**src/rtl/pc_fetch_ctrl_pkg.sv**
```systemverilog
// Shared definitions for the instruction fetch controller: state encoding,
// default reset/exception addresses and the word increment.
package pc_fetch_ctrl_pkg;

   typedef enum logic [1:0] {
      BOOT  = 2'd0,
      FETCH = 2'd1,
      FLUSH = 2'd2,
      HOLD  = 2'd3
   } fetch_state_e;

   localparam logic [31:0] DEF_RESET_PC   = 32'h0000_0000;
   localparam logic [31:0] DEF_EXC_VECTOR = 32'h0000_0080;
   localparam logic [31:0] PC_INCR        = 32'd4;

endpackage

```
**src/rtl/pc_fetch_ctrl_if.sv**
```systemverilog
// Instruction-memory bus between the fetch controller (master) and memory (slave).
// Handshake: master raises imemReq with imemAddr and keeps the address stable
// until a cycle with imemAck=1; imemData is valid only in that ack cycle.
interface pc_fetch_ctrl_if;

   logic        imemReq;
   logic [31:0] imemAddr;
   logic        imemAck;
   logic [31:0] imemData;

   modport master (
      output imemReq,
      output imemAddr,
      input  imemAck,
      input  imemData
   );

   modport slave (
      input  imemReq,
      input  imemAddr,
      output imemAck,
      output imemData
   );

endinterface

```
**src/rtl/pc_fetch_ctrl_next_pc_sel.sv**
```systemverilog
// Next fetch address selector: exception > branch > jump > sequential (+4).
// o_redirect flags that a non-sequential target won.
module next_pc_sel
   import pc_fetch_ctrl_pkg::*;
#(
   parameter logic [31:0] EXC_VECTOR = DEF_EXC_VECTOR
) (
   input  logic [31:0] i_cur_pc,
   input  logic        i_exception,
   input  logic        i_branch_taken,
   input  logic [31:0] i_branch_target,
   input  logic        i_jump,
   input  logic [31:0] i_jump_target,
   output logic [31:0] o_next_pc,
   output logic        o_redirect
);

   logic [31:0] w_seq_pc;

   assign w_seq_pc   = i_cur_pc + PC_INCR;
   assign o_redirect = i_exception | i_branch_taken | i_jump;

   always_comb begin
      o_next_pc = w_seq_pc;
      if (i_exception) begin
         o_next_pc = EXC_VECTOR;
      end else if (i_branch_taken) begin
         o_next_pc = i_branch_target;
      end else if (i_jump) begin
         o_next_pc = i_jump_target;
      end
   end

endmodule

```
**src/rtl/pc_fetch_ctrl.sv**
```systemverilog
// Program-counter fetch controller: issues instruction-memory requests,
// registers returned words for decode and handles redirects and stalls.
module pc_fetch_ctrl
   import pc_fetch_ctrl_pkg::*;
#(
   parameter logic [31:0] RESET_PC   = DEF_RESET_PC,
   parameter logic [31:0] EXC_VECTOR = DEF_EXC_VECTOR
) (
   input  logic                  clk,
   input  logic                  rstN,
   input  logic                  stall,
   input  logic                  exception,
   input  logic                  branchTaken,
   input  logic [31:0]           branchTarget,
   input  logic                  jump,
   input  logic [31:0]           jumpTarget,
   pc_fetch_ctrl_if.master       imem,
   output logic [31:0]           instr,
   output logic                  instrValid,
   output logic [31:0]           instrPC,
   output logic [31:0]           pcPlusFour,
   output fetch_state_e          dbgState
);

   fetch_state_e r_state, w_state_nxt;
   logic [31:0]  r_addr, w_addr_nxt;
   logic [31:0]  r_instr, w_instr_nxt;
   logic [31:0]  r_instr_pc, w_instr_pc_nxt;
   logic         r_valid, w_valid_nxt;
   logic [31:0]  r_pending, w_pending_nxt;
   logic         w_req;
   logic [31:0]  w_next_pc;
   logic         w_redirect;

   next_pc_sel #(
      .EXC_VECTOR (EXC_VECTOR)
   ) u_next_pc_sel (
      .i_cur_pc        (r_addr),
      .i_exception     (exception),
      .i_branch_taken  (branchTaken),
      .i_branch_target (branchTarget),
      .i_jump          (jump),
      .i_jump_target   (jumpTarget),
      .o_next_pc       (w_next_pc),
      .o_redirect      (w_redirect)
   );

   always_ff @(posedge clk or negedge rstN) begin
      if (!rstN) begin
         r_state    <= BOOT;
         r_addr     <= RESET_PC;
         r_instr    <= 32'h0000_0000;
         r_instr_pc <= RESET_PC;
         r_valid    <= 1'b0;
         r_pending  <= RESET_PC;
      end else begin
         r_state    <= w_state_nxt;
         r_addr     <= w_addr_nxt;
         r_instr    <= w_instr_nxt;
         r_instr_pc <= w_instr_pc_nxt;
         r_valid    <= w_valid_nxt;
         r_pending  <= w_pending_nxt;
      end
   end

   always_comb begin
      w_state_nxt    = r_state;
      w_addr_nxt     = r_addr;
      w_instr_nxt    = r_instr;
      w_instr_pc_nxt = r_instr_pc;
      w_valid_nxt    = r_valid;
      w_pending_nxt  = r_pending;
      w_req          = 1'b0;
      case (r_state)
         BOOT: begin
            w_addr_nxt  = RESET_PC;
            w_state_nxt = FETCH;
         end
         FETCH: begin
            w_req = 1'b1;
            if (w_redirect) begin
               w_valid_nxt = 1'b0;
               if (imem.imemAck) begin
                  w_addr_nxt = w_next_pc;
               end else begin
                  w_pending_nxt = w_next_pc;
                  w_state_nxt   = FLUSH;
               end
            end else if (imem.imemAck) begin
               w_instr_nxt    = imem.imemData;
               w_instr_pc_nxt = r_addr;
               w_valid_nxt    = 1'b1;
               w_addr_nxt     = w_next_pc;
               if (stall) begin
                  w_state_nxt = HOLD;
               end
            end else if (!stall) begin
               // Decode consumed the presented word and nothing new arrived.
               w_valid_nxt = 1'b0;
            end
         end
         FLUSH: begin
            w_req = 1'b1;
            if (w_redirect) begin
               w_pending_nxt = w_next_pc;
            end
            if (imem.imemAck) begin
               w_addr_nxt  = w_redirect ? w_next_pc : r_pending;
               w_state_nxt = FETCH;
            end
         end
         HOLD: begin
            if (w_redirect) begin
               w_valid_nxt = 1'b0;
               w_addr_nxt  = w_next_pc;
               w_state_nxt = FETCH;
            end else if (!stall) begin
               w_valid_nxt = 1'b0;
               w_state_nxt = FETCH;
            end
         end
         default: begin
            w_state_nxt = BOOT;
         end
      endcase
   end

   assign imem.imemReq  = w_req;
   assign imem.imemAddr = r_addr;
   assign instr         = r_instr;
   assign instrValid    = r_valid;
   assign instrPC       = r_instr_pc;
   assign pcPlusFour    = r_instr_pc + PC_INCR;
   assign dbgState      = r_state;

endmodule

```
**src/flat_wrapper.sv**
```systemverilog
// flat-port wrapper written by rule: the top's interface ports become plain ports
module pc_fetch_ctrl_flat import pc_fetch_ctrl_pkg::*;
#(
   parameter logic [31:0] RESET_PC   = DEF_RESET_PC,
   parameter logic [31:0] EXC_VECTOR = DEF_EXC_VECTOR
)
  (clk, rstN, stall, exception, branchTaken, branchTarget, jump, jumpTarget, instr, instrValid, instrPC, pcPlusFour, dbgState, imem_imemReq, imem_imemAddr, imem_imemAck, imem_imemData);
  pc_fetch_ctrl_if imem_i ();
  input  logic clk;
  input  logic rstN;
  input  logic stall;
  input  logic exception;
  input  logic branchTaken;
  input  logic [31:0] branchTarget;
  input  logic jump;
  input  logic [31:0] jumpTarget;
  output logic [31:0] instr;
  output logic instrValid;
  output logic [31:0] instrPC;
  output logic [31:0] pcPlusFour;
  output fetch_state_e dbgState;
  output wire logic [$bits(imem_i.imemReq)-1:0] imem_imemReq;
  output wire logic [$bits(imem_i.imemAddr)-1:0] imem_imemAddr;
  input wire logic [$bits(imem_i.imemAck)-1:0] imem_imemAck;
  input wire logic [$bits(imem_i.imemData)-1:0] imem_imemData;
  assign imem_imemReq = imem_i.imemReq;
  assign imem_imemAddr = imem_i.imemAddr;
  assign imem_i.imemAck = imem_imemAck;
  assign imem_i.imemData = imem_imemData;
  pc_fetch_ctrl #(.RESET_PC(RESET_PC), .EXC_VECTOR(EXC_VECTOR)) u_core (.clk(clk), .rstN(rstN), .stall(stall), .exception(exception), .branchTaken(branchTaken), .branchTarget(branchTarget), .jump(jump), .jumpTarget(jumpTarget), .imem(imem_i), .instr(instr), .instrValid(instrValid), .instrPC(instrPC), .pcPlusFour(pcPlusFour), .dbgState(dbgState));
endmodule
```
**config.mk**
```make
export PLATFORM = sky130hd
export DESIGN_NAME = pc_fetch_ctrl_flat
export DESIGN_NICKNAME = d
export VERILOG_FILES = /design/src/rtl/pc_fetch_ctrl_pkg.sv /design/src/rtl/pc_fetch_ctrl_if.sv /design/src/rtl/pc_fetch_ctrl_next_pc_sel.sv /design/src/rtl/pc_fetch_ctrl.sv /design/src/flat_wrapper.sv
export SDC_FILE = /design/constraint.sdc
export NUM_CORES = 1
export LEC_CHECK = 0
export CAP_MARGIN = 20
export CELL_PAD_IN_SITES_DETAIL_PLACEMENT = 1
export CELL_PAD_IN_SITES_GLOBAL_PLACEMENT = 1
export CORE_MARGIN = 5
export CORE_UTILIZATION = 49
export DETAILED_ROUTE_END_ITERATION = 6
export DONT_BUFFER_PORTS = 1
export HOLD_SLACK_MARGIN = 0.06
export PLACE_DENSITY_LB_ADDON = 0.1
export SLEW_MARGIN = 10
export SYNTH_ARGS = -nofsm -noshare
export SYNTH_HDL_FRONTEND = slang
export SYNTH_HIERARCHICAL = 1
export SYNTH_SLANG_ARGS = --single-unit
```
**constraint.sdc**
```tcl
create_clock -name clk -period 2.7 [get_ports clk]
set_input_delay 0.27 -clock clk [delete_from_list [all_inputs] [get_ports clk]]
set_output_delay 0.27 -clock clk [all_outputs]
set_load 0.05 [all_outputs]
```
Word-level counts from Yosys, hierarchy flattened
Cells that the tools add are included.

storage, ports and cells
  flip-flop bits (word level) = 131
  bits of input ports = 103
  output and inout port bits = 132
  word-level logic and storage cells = 56

operators by class
  add/sub/neg operators = 2
  equal/unequal tests = 12
  multiplexer cells = 25
  bitwise operators = 3
  reduce and logical (&&, ||, !) cells = 8

operators by type and width
  operator                                       number
  2-to-1 mux 32 bit                              9
  case mux 32 bit (4 select lines)               1
  adder 32 x 3 -> 32 bit, second input constant  2
  case mux 32 bit (2 select lines)               1
  2-to-1 mux 2 bit                               7
  != test 3 x 2 -> 1 bit, second input constant  3
  AND reduction 3 bit                            3
  case mux 2 bit (4 select lines)                1
  != test 2 bit, second input constant           3
  2-to-1 mux 1 bit                               5
  AND reduction 5 bit                            1
  == test 2 bit, second input constant           2
  != test 2 x 1 -> 1 bit, second input constant  2
  nonzero test 2 bit                             2
  != test 3 bit, second input constant           1
  == test 2 x 1 -> 1 bit, second input constant  1
  zero test 2 bit                                1
  bitwise OR 1 bit                               2
  case mux 1 bit (2 select lines)                1
  OR reduction 2 bit                             1
  inverter 1 bit                                 1

Logic depth before layout (Yosys ltp)
Gate-level depths: netlist of the first run.

  depth in word-level cells = 7
  mapped depth = 10
  depth with buffers taken out = 9

By module
The synthesis of the first run kept the hierarchy.

by module, submodules not included
  module         instances  cells each  area each (um2)  seq. area each (um2)
  pc_fetch_ctrl  1          495         6373.6           3278.1
  next_pc_sel    1          193         1266.2           0.0

Worst setup path before layout of the first run
OpenSTA, ideal clock, no wires.

  path type = flip-flop to output port
  from = register u_core.r_instr_pc[2], in the netlist u_core/instrPC[2]
  to = output pcPlusFour[24]
  data arrival time = 2.402 ns
  data required time = 2.430 ns
  slack = 0.028 ns
  cell stages (with the launch flop) = 6
  buffers on the path = 0
  cell sequence = dfrtp_1 > ha_1 > nand3_1 > nor2_1 > nand4_1 > xnor2_1

on the way
  word-level cells in the longest chain between the ends = 1

RTL lines
  element                 line                  source
  from (decl)             pc_fetch_ctrl.sv:28   logic [31:0] r_instr_pc, w_instr_pc_nxt;
  from (signal assigned)  pc_fetch_ctrl.sv:60   r_instr_pc <= w_instr_pc_nxt;
  adder 32 x 3 -> 32 bit  pc_fetch_ctrl.sv:133  assign pcPlusFour = r_instr_pc + PC_INCR;
  to (decl)               flat_wrapper.sv:20    output logic [31:0] pcPlusFour;

Every way passes these cells.

Worst setup path after layout of the first run
  from = register u_core.r_instr_pc[11], in the netlist u_core/instrPC[11]
  to = output pcPlusFour[24]

The elaborated chain is that of the path after synthesis.

==> summary.md, run 1 <==
| Metric | Value |
|---|---|
| # IOs | `235` |
| CP Launch Type | `flop` |
| Die ar. | `0.01819 mm^2` |
| Post-route ant nets | `0` |
| Residual DRC | `0` |
| First-pass GRT wire length | `40.08 mm` |
| Input/output buffers | `0` |
| Netlist cell types | `58` |
| MaxCap Viol Count | `0` |
| Number of synthesized flops with an enable pin | `0` |
| Fmax achieved | `376.7 MHz` |
| Crit. End Element | `primary output` |
| Gate power share | `0.468` |
| Final Cycle Share | `0.9832` |
| Total CTS buffers | `17` |
| Clock skew after layout | `0.01130 ns` |
| Initial Util | `0.5007` |
| Mapped Cells | `688` |
| Post-DP HPWL | `17.46 mm` |
| FF+latch count, synth | `131` |
| First DRT Iteration DRCs | `449` |
| Seq pwr share | `0.350` |
| Total chip power | `13.14 mW` |
| Maximum buffer depth of the clock tree | `2` |
| Post-synth ARST share | `1.000` |
| Sequential-to-total area share from yosys stat | `0.4291` |
| Register area | `0.003278 mm^2` |
| Pleak | `4.322 nW` |
| Layout Cells excl Fill | `1021` |
| Clock sink count | `131` |
| Vias in the first global route | `6858` |
| Final WS setup | `0.04523 ns` |
| Global-route usage over all layers | `0.2869` |
| Post-Syn Area | `0.007640 mm^2` |
| Share of post-route cells with drive strength above 1 | `0.3230` |
| DRT Wirelength | `26.39 mm` |
| CTS tree | `built` |
| GRT overflow | `0` |
| Pre-CTS setup slack | `0.001996 ns` |
| Fill count | `1600` |
| Multi-input logic area | `0.004163 mm^2` |
| Worst Hold Class | `in -> async` |
| Via count | `6242` |
| Initial antenna violation count | `2` |
| Final Hold Fails | `131` |
| Post-route cell area | `0.009433 mm^2` |
| PD cells | `1393 mW/mm^2` |
| Worst R2R Start | `u_core/imem.imemAddr[2]$_DFFE_PN0P_` |
| # rows | `45` |
| Drt pass-1 iters | `5` |
| Worst-path clk slew | `0.06 ns` |
| Warnings from Yosys | `6` |
| Worst EP arrival | `2.38 ns` |
| CTS Hold Bufs | `32` |
| Pin count of the biggest net entering global routing | `132` |
| Placer Congestion | `0.8382` |
| Worst hold margin | `-0.4547 ns` |
| Internal power | `6.297 mW` |
| Worst slew pin tran | `0.9201 ns` |
| Setup TNS | `0 ns` |
| Dominant synthesized flop cell | `dfrtp_1` |
| # setup viols final | `0` |
| Clk_lat worst skew | `0.42 ns` |
| DR WL/cell | `25.84 um` |
| # H-tree levels | `4` |
| P&R area growth vs syn | `23.47%` |
| Vias per std cell | `6.114` |
| Avg Inst Size Synth | `11.10 um^2` |
| Placed Area | `0.008413 mm^2` |
| Total Nets Final | `905` |
| Final Slew Violations | `0` |
| Chip width | `134.9 um` |
| Core area | `0.01526 mm^2` |
| Post-Syn Nets | `798` |
| Crit-path max FO | `5` |
| Max-slew headroom | `0.3866` |
| CP required | `2.43 ns` |
| Switching portion of total power | `0.5206` |
| Clock power frac | `0.182` |
| Failing checks | `hold timing` |
| Outcome | `finished, violations left` |
| Critical path startpoint | `u_core/instrPC[11]$_DFFE_PN0P_` |
| Worst IR drop on VDD | `810.1 uV` |
| Crit Path Category | `reg -> out` |
| Chip height | `134.9 um` |
| Final min period | `2.655 ns` |
| Root Driver | `clkbuf_16` |
| Fin util | `0.6182` |
| Sw Pwr | `6.839 mW` |
| Inst Count DP | `953` |
[cells in the mapped netlist, types with 4 or more instances]
cell / n / area (um^2)
nand4_1: 16 / 100.1
buf_2: 10 / 50.05
mux2_1: 31 / 349.1
nor2_1: 29 / 108.9
o21ai_0: 35 / 175.2
a22oi_1: 42 / 315.3
mux2i_1: 4 / 40.04
buf_1: 4 / 15.01
mux2_2: 49 / 551.8
nor3_2: 8 / 80.08
xnor2_1: 35 / 306.5
and3_1: 8 / 50.05
o22ai_1: 14 / 87.58
dfrtp_1: 131 / 3278
clkbuf_1: 18 / 67.56
nor3_1: 6 / 30.03
inv_1: 14 / 52.55
a211oi_1: 9 / 67.56
ha_1: 7 / 87.58
nand2_1: 60 / 225.2
mux2_4: 49 / 735.7
buf_6: 7 / 78.83
xor2_1: 17 / 148.9
nand3_1: 16 / 80.08
nor4_1: 4 / 25.02
a21oi_1: 17 / 85.08
[what timing repair did]
action,CTS,global route
endpoints found under the hold margin,163,131
buffers inserted,0,1
pin swaps,0,1
resized for setup,2,11
setup endpoints to repair,3,18
cloned,0,0
[layout make-up]
cell class	instances	share of cell area
Clock inverter	12	0.01645
Clock buffer	20	0.04735
Timing Repair Buffer	129	0.1133
Multi-Input combinational cell	502	0.4413
Tap cell	211	0.02799
Antenna cell	2	0.0005306
Sequential cell	131	0.3475
Inverter	14	0.005571
[cell usage in the layout (no fill, tap or decap), types with 28 or more instances in the layout]
master and n:
a22oi_1 42, buf_4 95, dfrtp_1 131, dlygate4sd3_1 32, mux2_1 31, mux2_2 49
mux2_4 49, nand2_1 58, nor2_1 28, o21ai_0 35, xnor2_1 35
[state kept, by name, indices dropped and copies added, names as in the netlist]
register              flops
u_core/instrValid         1
u_core/dbgState           2
u_core/instr             32
u_core/instrPC           32
u_core/r_pending         32
u_core/imem.imemAddr     32
[critical path: stages (launching register included)]
cell	delay, ns
dfrtp_1	0.37
nand3_1	0.25
nor3_1	0.52
nand4_1	0.21
xnor2_1	0.33
buf_4	0.27
[cell families (layout without fill, tap and decap cells)]
kind of cell	after synthesis	in the layout	synth area share
AND/OR/NAND/NOR	177	177	0.1299
AO/OA/AOI/OAI	133	133	0.1140
multiplexers	133	133	0.2195
flip-flops	131	131	0.4291
buffers and inverters	55	175	0.03652
XOR/XNOR	52	52	0.05961
adder cells (fa/ha/maj)	7	7	0.01146
other	0	2	0
[power by group through the flow]
stage | registers [mW] | clock network (mW) | logic [mW]
after floorplan | 5.88 | 0 | 2.87
after global placement | 4.54 | 0 | 5.83
after detailed placement | 4.61 | 0 | 6.00
after CTS | 4.59 | 2.43 | 6.07
after global routing | 4.70 | 2.52 | 6.42
final | 4.60 | 2.39 | 6.14
[per-layer routing]
| layer | track usage | up-vias | part of all wire |
|---|---|---|---|
| li1 | - | 2723 | - |
| met1 | 0.3412 | 3235 | 0.39 |
| met2 | 0.5033 | 238 | 0.51 |
| met3 | 0.07042 | 46 | 0.066 |
| met4 | 0.1052 | 0 | 0.027 |
| met5 | 0 | - | 0 |
[worst paths after layout]
path | endpoint | slack (ns) | cells after the start
worst max-delay path | pcPlusFour[24] | 0.05 | 5
min in group clk | u_core/dbgState[0]$_DFFE_PN0P_ | 0.16 | 3
worst min-delay path | u_core/instr[5]$_DFFE_PN0P_ | -0.45 | 0
max in group asynchronous | u_core/imem.imemAddr[21]$_DFFE_PN0P_ | 3.01 | 0
worst min register to register | u_core/r_pending[5]$_DFFE_PN0P_ | 0.49 | 1
worst max register to register | u_core/imem.imemAddr[28]$_DFFE_PN0P_ | 0.15 | 9
No activity file was read; power rests on OpenSTA's default activity.
==> inputs of run 2 (changes only) <==
- CORE_ASPECT_RATIO: not set -> 0.8
==> run 2 against run 1 <==
Compared with the run above: the flow still finishes with violations (hold timing); worst setup slack better by 0.073 ns; die area about the same; clock skew shrank 0.0031 ns; critical endpoint is now u_core/imem.imemAddr[30]$_DFFE_PN0P_; critical path depth grew 4; core utilization down 0.12 points; register-to-register slack got worse by 0.03 ns; fmax up 2.8%; largest cell class unchanged.
==> summary.md, run 2 (synthesis gave the netlist of run 1 again) <==
| Metric | Value |
|---|---|
| Worst-path clk slew | `0.06 ns (about the same)` |
| Setup Buffers After CTS | `0 (unchanged)` |
| Worst EP arrival | `2.90 ns (+0.52 ns)` |
| Clock sink count | `131 (unchanged)` |
| Crit-path max FO | `8 (+3)` |
| Commonest non-fill, non-tap cell in the layout | `dfrtp_1` |
| Crit. End Element | `flop` |
| Failing checks | `hold timing` |
| # setup viols final | `0 (unchanged)` |
| GRT overflow | `0 (unchanged)` |
| Max-slew headroom | `0.2759 (-0.1107)` |
| CP Launch Type | `flop` |
| CTS tree | `built` |
| DR WL/cell | `25.43 um (-1.6%)` |
| Seq pwr share | `0.349 (about the same)` |
| Inst Count DP | `953 (unchanged)` |
| Crit Path Category | `reg -> reg` |
| Worst Hold Class | `in -> async` |
| Input/output buffers | `0 (unchanged)` |
| PD cells | `1401 mW/mm^2 (+0.57%)` |
| # IOs | `235 (unchanged)` |
| Post-DP HPWL | `17.81 mm (+2.0%)` |
| Total Nets Final | `905 (unchanged)` |
| DRT Wirelength | `25.86 mm (-2.0%)` |
| Gate power share | `0.476 (+0.008)` |
| Maximum buffer depth of the clock tree | `2 (unchanged)` |
| Antenna diode count | `0 (-2)` |
| Internal power | `6.264 mW (-0.52%)` |
| Final min period | `2.582 ns (-0.07256 ns)` |
| Fin util | `0.6170 (-0.001207)` |
| Via count | `6186 (-0.90%)` |
| Sw Pwr | `6.840 mW (about the same)` |
| Die ar. | `0.01820 mm^2 (about the same)` |
| Initial antenna violation count | `0 (-2)` |
| Setup TNS | `0 ns (unchanged)` |
| Switching portion of total power | `0.5220 (+0.001357)` |
| Crit path max-delay family | `simple AND/OR/NAND/NOR gates` |
| P&R area growth vs syn | `22.47%` |
| First-pass GRT wire length | `39.21 mm (-2.2%)` |
| Pin count of the biggest net entering global routing | `132 (unchanged)` |
| Drt pass-1 iters | `5 (unchanged)` |
| # rows | `40 (-11%)` |
| CP required | `3.02 ns (+0.59 ns)` |
| Worst hold margin | `-0.4531 ns (+0.001530 ns)` |
| Total CTS buffers | `17 (unchanged)` |
| Final WS setup | `0.1178 ns (+0.07256 ns)` |
| CP cell instances | `ha_1 -> nand3_2 -> or3_4 -> nor3_2 -> xnor2_1 -> a211oi_1 -> mux2_2 -> a22oi_1 -> o21ai_0` |
| Commonest cells after routing, fill and taps aside | `131 x dfrtp_1, 95 x buf_4, 58 x nand2_1, 49 x mux2_4, 49 x mux2_2` |
| Worst Path Buf+Inv | `0 (-1)` |
| Core area | `0.01516 mm^2 (-0.62%)` |
| MaxCap Viol Count | `0 (unchanged)` |
| Vias in the first global route | `6739 (-1.7%)` |
| Fmax achieved | `387.3 MHz (+2.8%)` |
| Global-route usage over all layers | `0.2819 (-0.005050)` |
| CTS Hold Bufs | `32 (unchanged)` |
| Critical Path Slowest Stage Cell | `or3_4` |
| Root Driver | `clkbuf_16` |
| Chip height | `121.7 um (-9.8%)` |
| Final Cycle Share | `0.9564 (-0.02687)` |
| Residual DRC | `0 (unchanged)` |
| Clock power frac | `0.176 (-0.006)` |
| Initial Util | `0.5038 (+0.003098)` |
| Worst IR drop on VDD | `501.3 uV (-38%)` |
| Layout Cells excl Fill | `1017 (-0.39%)` |
| Total chip power | `13.10 mW (-0.24%)` |
| Slowest stage delay, CP | `0.49 ns (-0.03 ns)` |
| Final Hold Fails | `131 (unchanged)` |
| Post-route cell area | `0.009356 mm^2 (-0.81%)` |
| Chip width | `149.6 um (+11%)` |
| Worst slew pin tran | `1.084 ns (+0.1638 ns)` |
| Post-route ant nets | `0 (unchanged)` |
| Clk_lat worst skew | `0.42 ns (about the same)` |
| Pleak | `4.304 nW (-0.42%)` |
| Placer Congestion | `0.8533 (+1.8%)` |
| Share of post-route cells with drive strength above 1 | `0.3147 (-0.008274)` |
| Placed Area | `0.008419 mm^2 (about the same)` |
| Final Slew Violations | `0 (unchanged)` |
| First DRT Iteration DRCs | `331 (-26%)` |
| Vias per std cell | `6.083 (-0.51%)` |
| Clock skew after layout | `0.008189 ns (-0.003111 ns)` |
| # H-tree levels | `4 (unchanged)` |
| Pre-CTS setup slack | `0.1654 ns (+0.1634 ns)` |
| Outcome | `finished, violations left` |
==> run 2: cell count changes in the layout (fill, tap and decap cells not counted), sizes merged <==
cell      delta
clkinv       +1
diode        -2
clkinvlp     -1
bufinv       -1
==> run 2: power by group through the flow <==
| stage | combinational, mW | sequential [mW] | clock (mW) |
|---|---|---|---|
| after floorplan | 2.87 | 5.88 | 0 |
| after global placement | 5.96 | 4.50 | 0 |
| after detailed placement | 6.11 | 4.58 | 0 |
| after CTS | 6.19 | 4.56 | 2.34 |
| after global routing | 6.51 | 4.65 | 2.44 |
| final | 6.23 | 4.57 | 2.31 |
==> run 2: worst paths after layout <==
path                                                      from                              endpoint  slack, ns  cells after the start
hold reg to reg                u_core/r_pending[9]$_DFFE_PN0P_       u_core/r_pending[9]$_DFFE_PN0P_       0.49                      1
setup reg to reg           u_core/imem.imemAddr[3]$_DFFE_PN0P_  u_core/imem.imemAddr[30]$_DFFE_PN0P_       0.12                      9
min in group clk                                  imem_imemAck        u_core/dbgState[0]$_DFFE_PN0P_       0.16                      2
max in group asynchronous                                 rstN           u_core/instr[7]$_DFFE_PN0P_       2.86                      0
hold / removal                                            rstN          u_core/instr[29]$_DFFE_PN0P_      -0.45                      0
setup / recovery           u_core/imem.imemAddr[3]$_DFFE_PN0P_  u_core/imem.imemAddr[30]$_DFFE_PN0P_       0.12                      9
==> run 2: timing repair <==
action / in CTS / in global routing
endpoints found under the hold margin: 163 / 131
resized for setup: 0 / 2
setup endpoints to repair: 0 / 3
==> run 2: final cells by class <==
cell class / instances / area, um^2
Multi-Input combinational cell: 502 / 4101
Timing Repair Buffer: 129 / 1069
Clock inverter: 11 / 126.4
Sequential cell: 131 / 3278
Inverter: 14 / 52.55
Clock buffer: 20 / 466.7
Tap cell: 210 / 262.8
Fill cell: 1593 / 5808
==> run 2: per-layer routing <==
| metal | track usage | part of all wire | vias up |
|---|---|---|---|
| li1 | - | - | 2719 |
| met1 | 0.3552 | 0.42 | 3175 |
| met2 | 0.4853 | 0.49 | 261 |
| met3 | 0.06731 | 0.076 | 31 |
| met4 | 0.08119 | 0.017 | 0 |
| met5 | 0 | 0 | - |
==> run 2: worst reg2reg max path, stage by stage, from the launching register on <==
cell and delay [ns]:
dfrtp_1 0.38, ha_1 0.22, nand3_2 0.19, or3_4 0.49
nor3_2 0.21, xnor2_1 0.10, a211oi_1 0.39, mux2_2 0.23
a22oi_1 0.06, o21ai_0 0.21
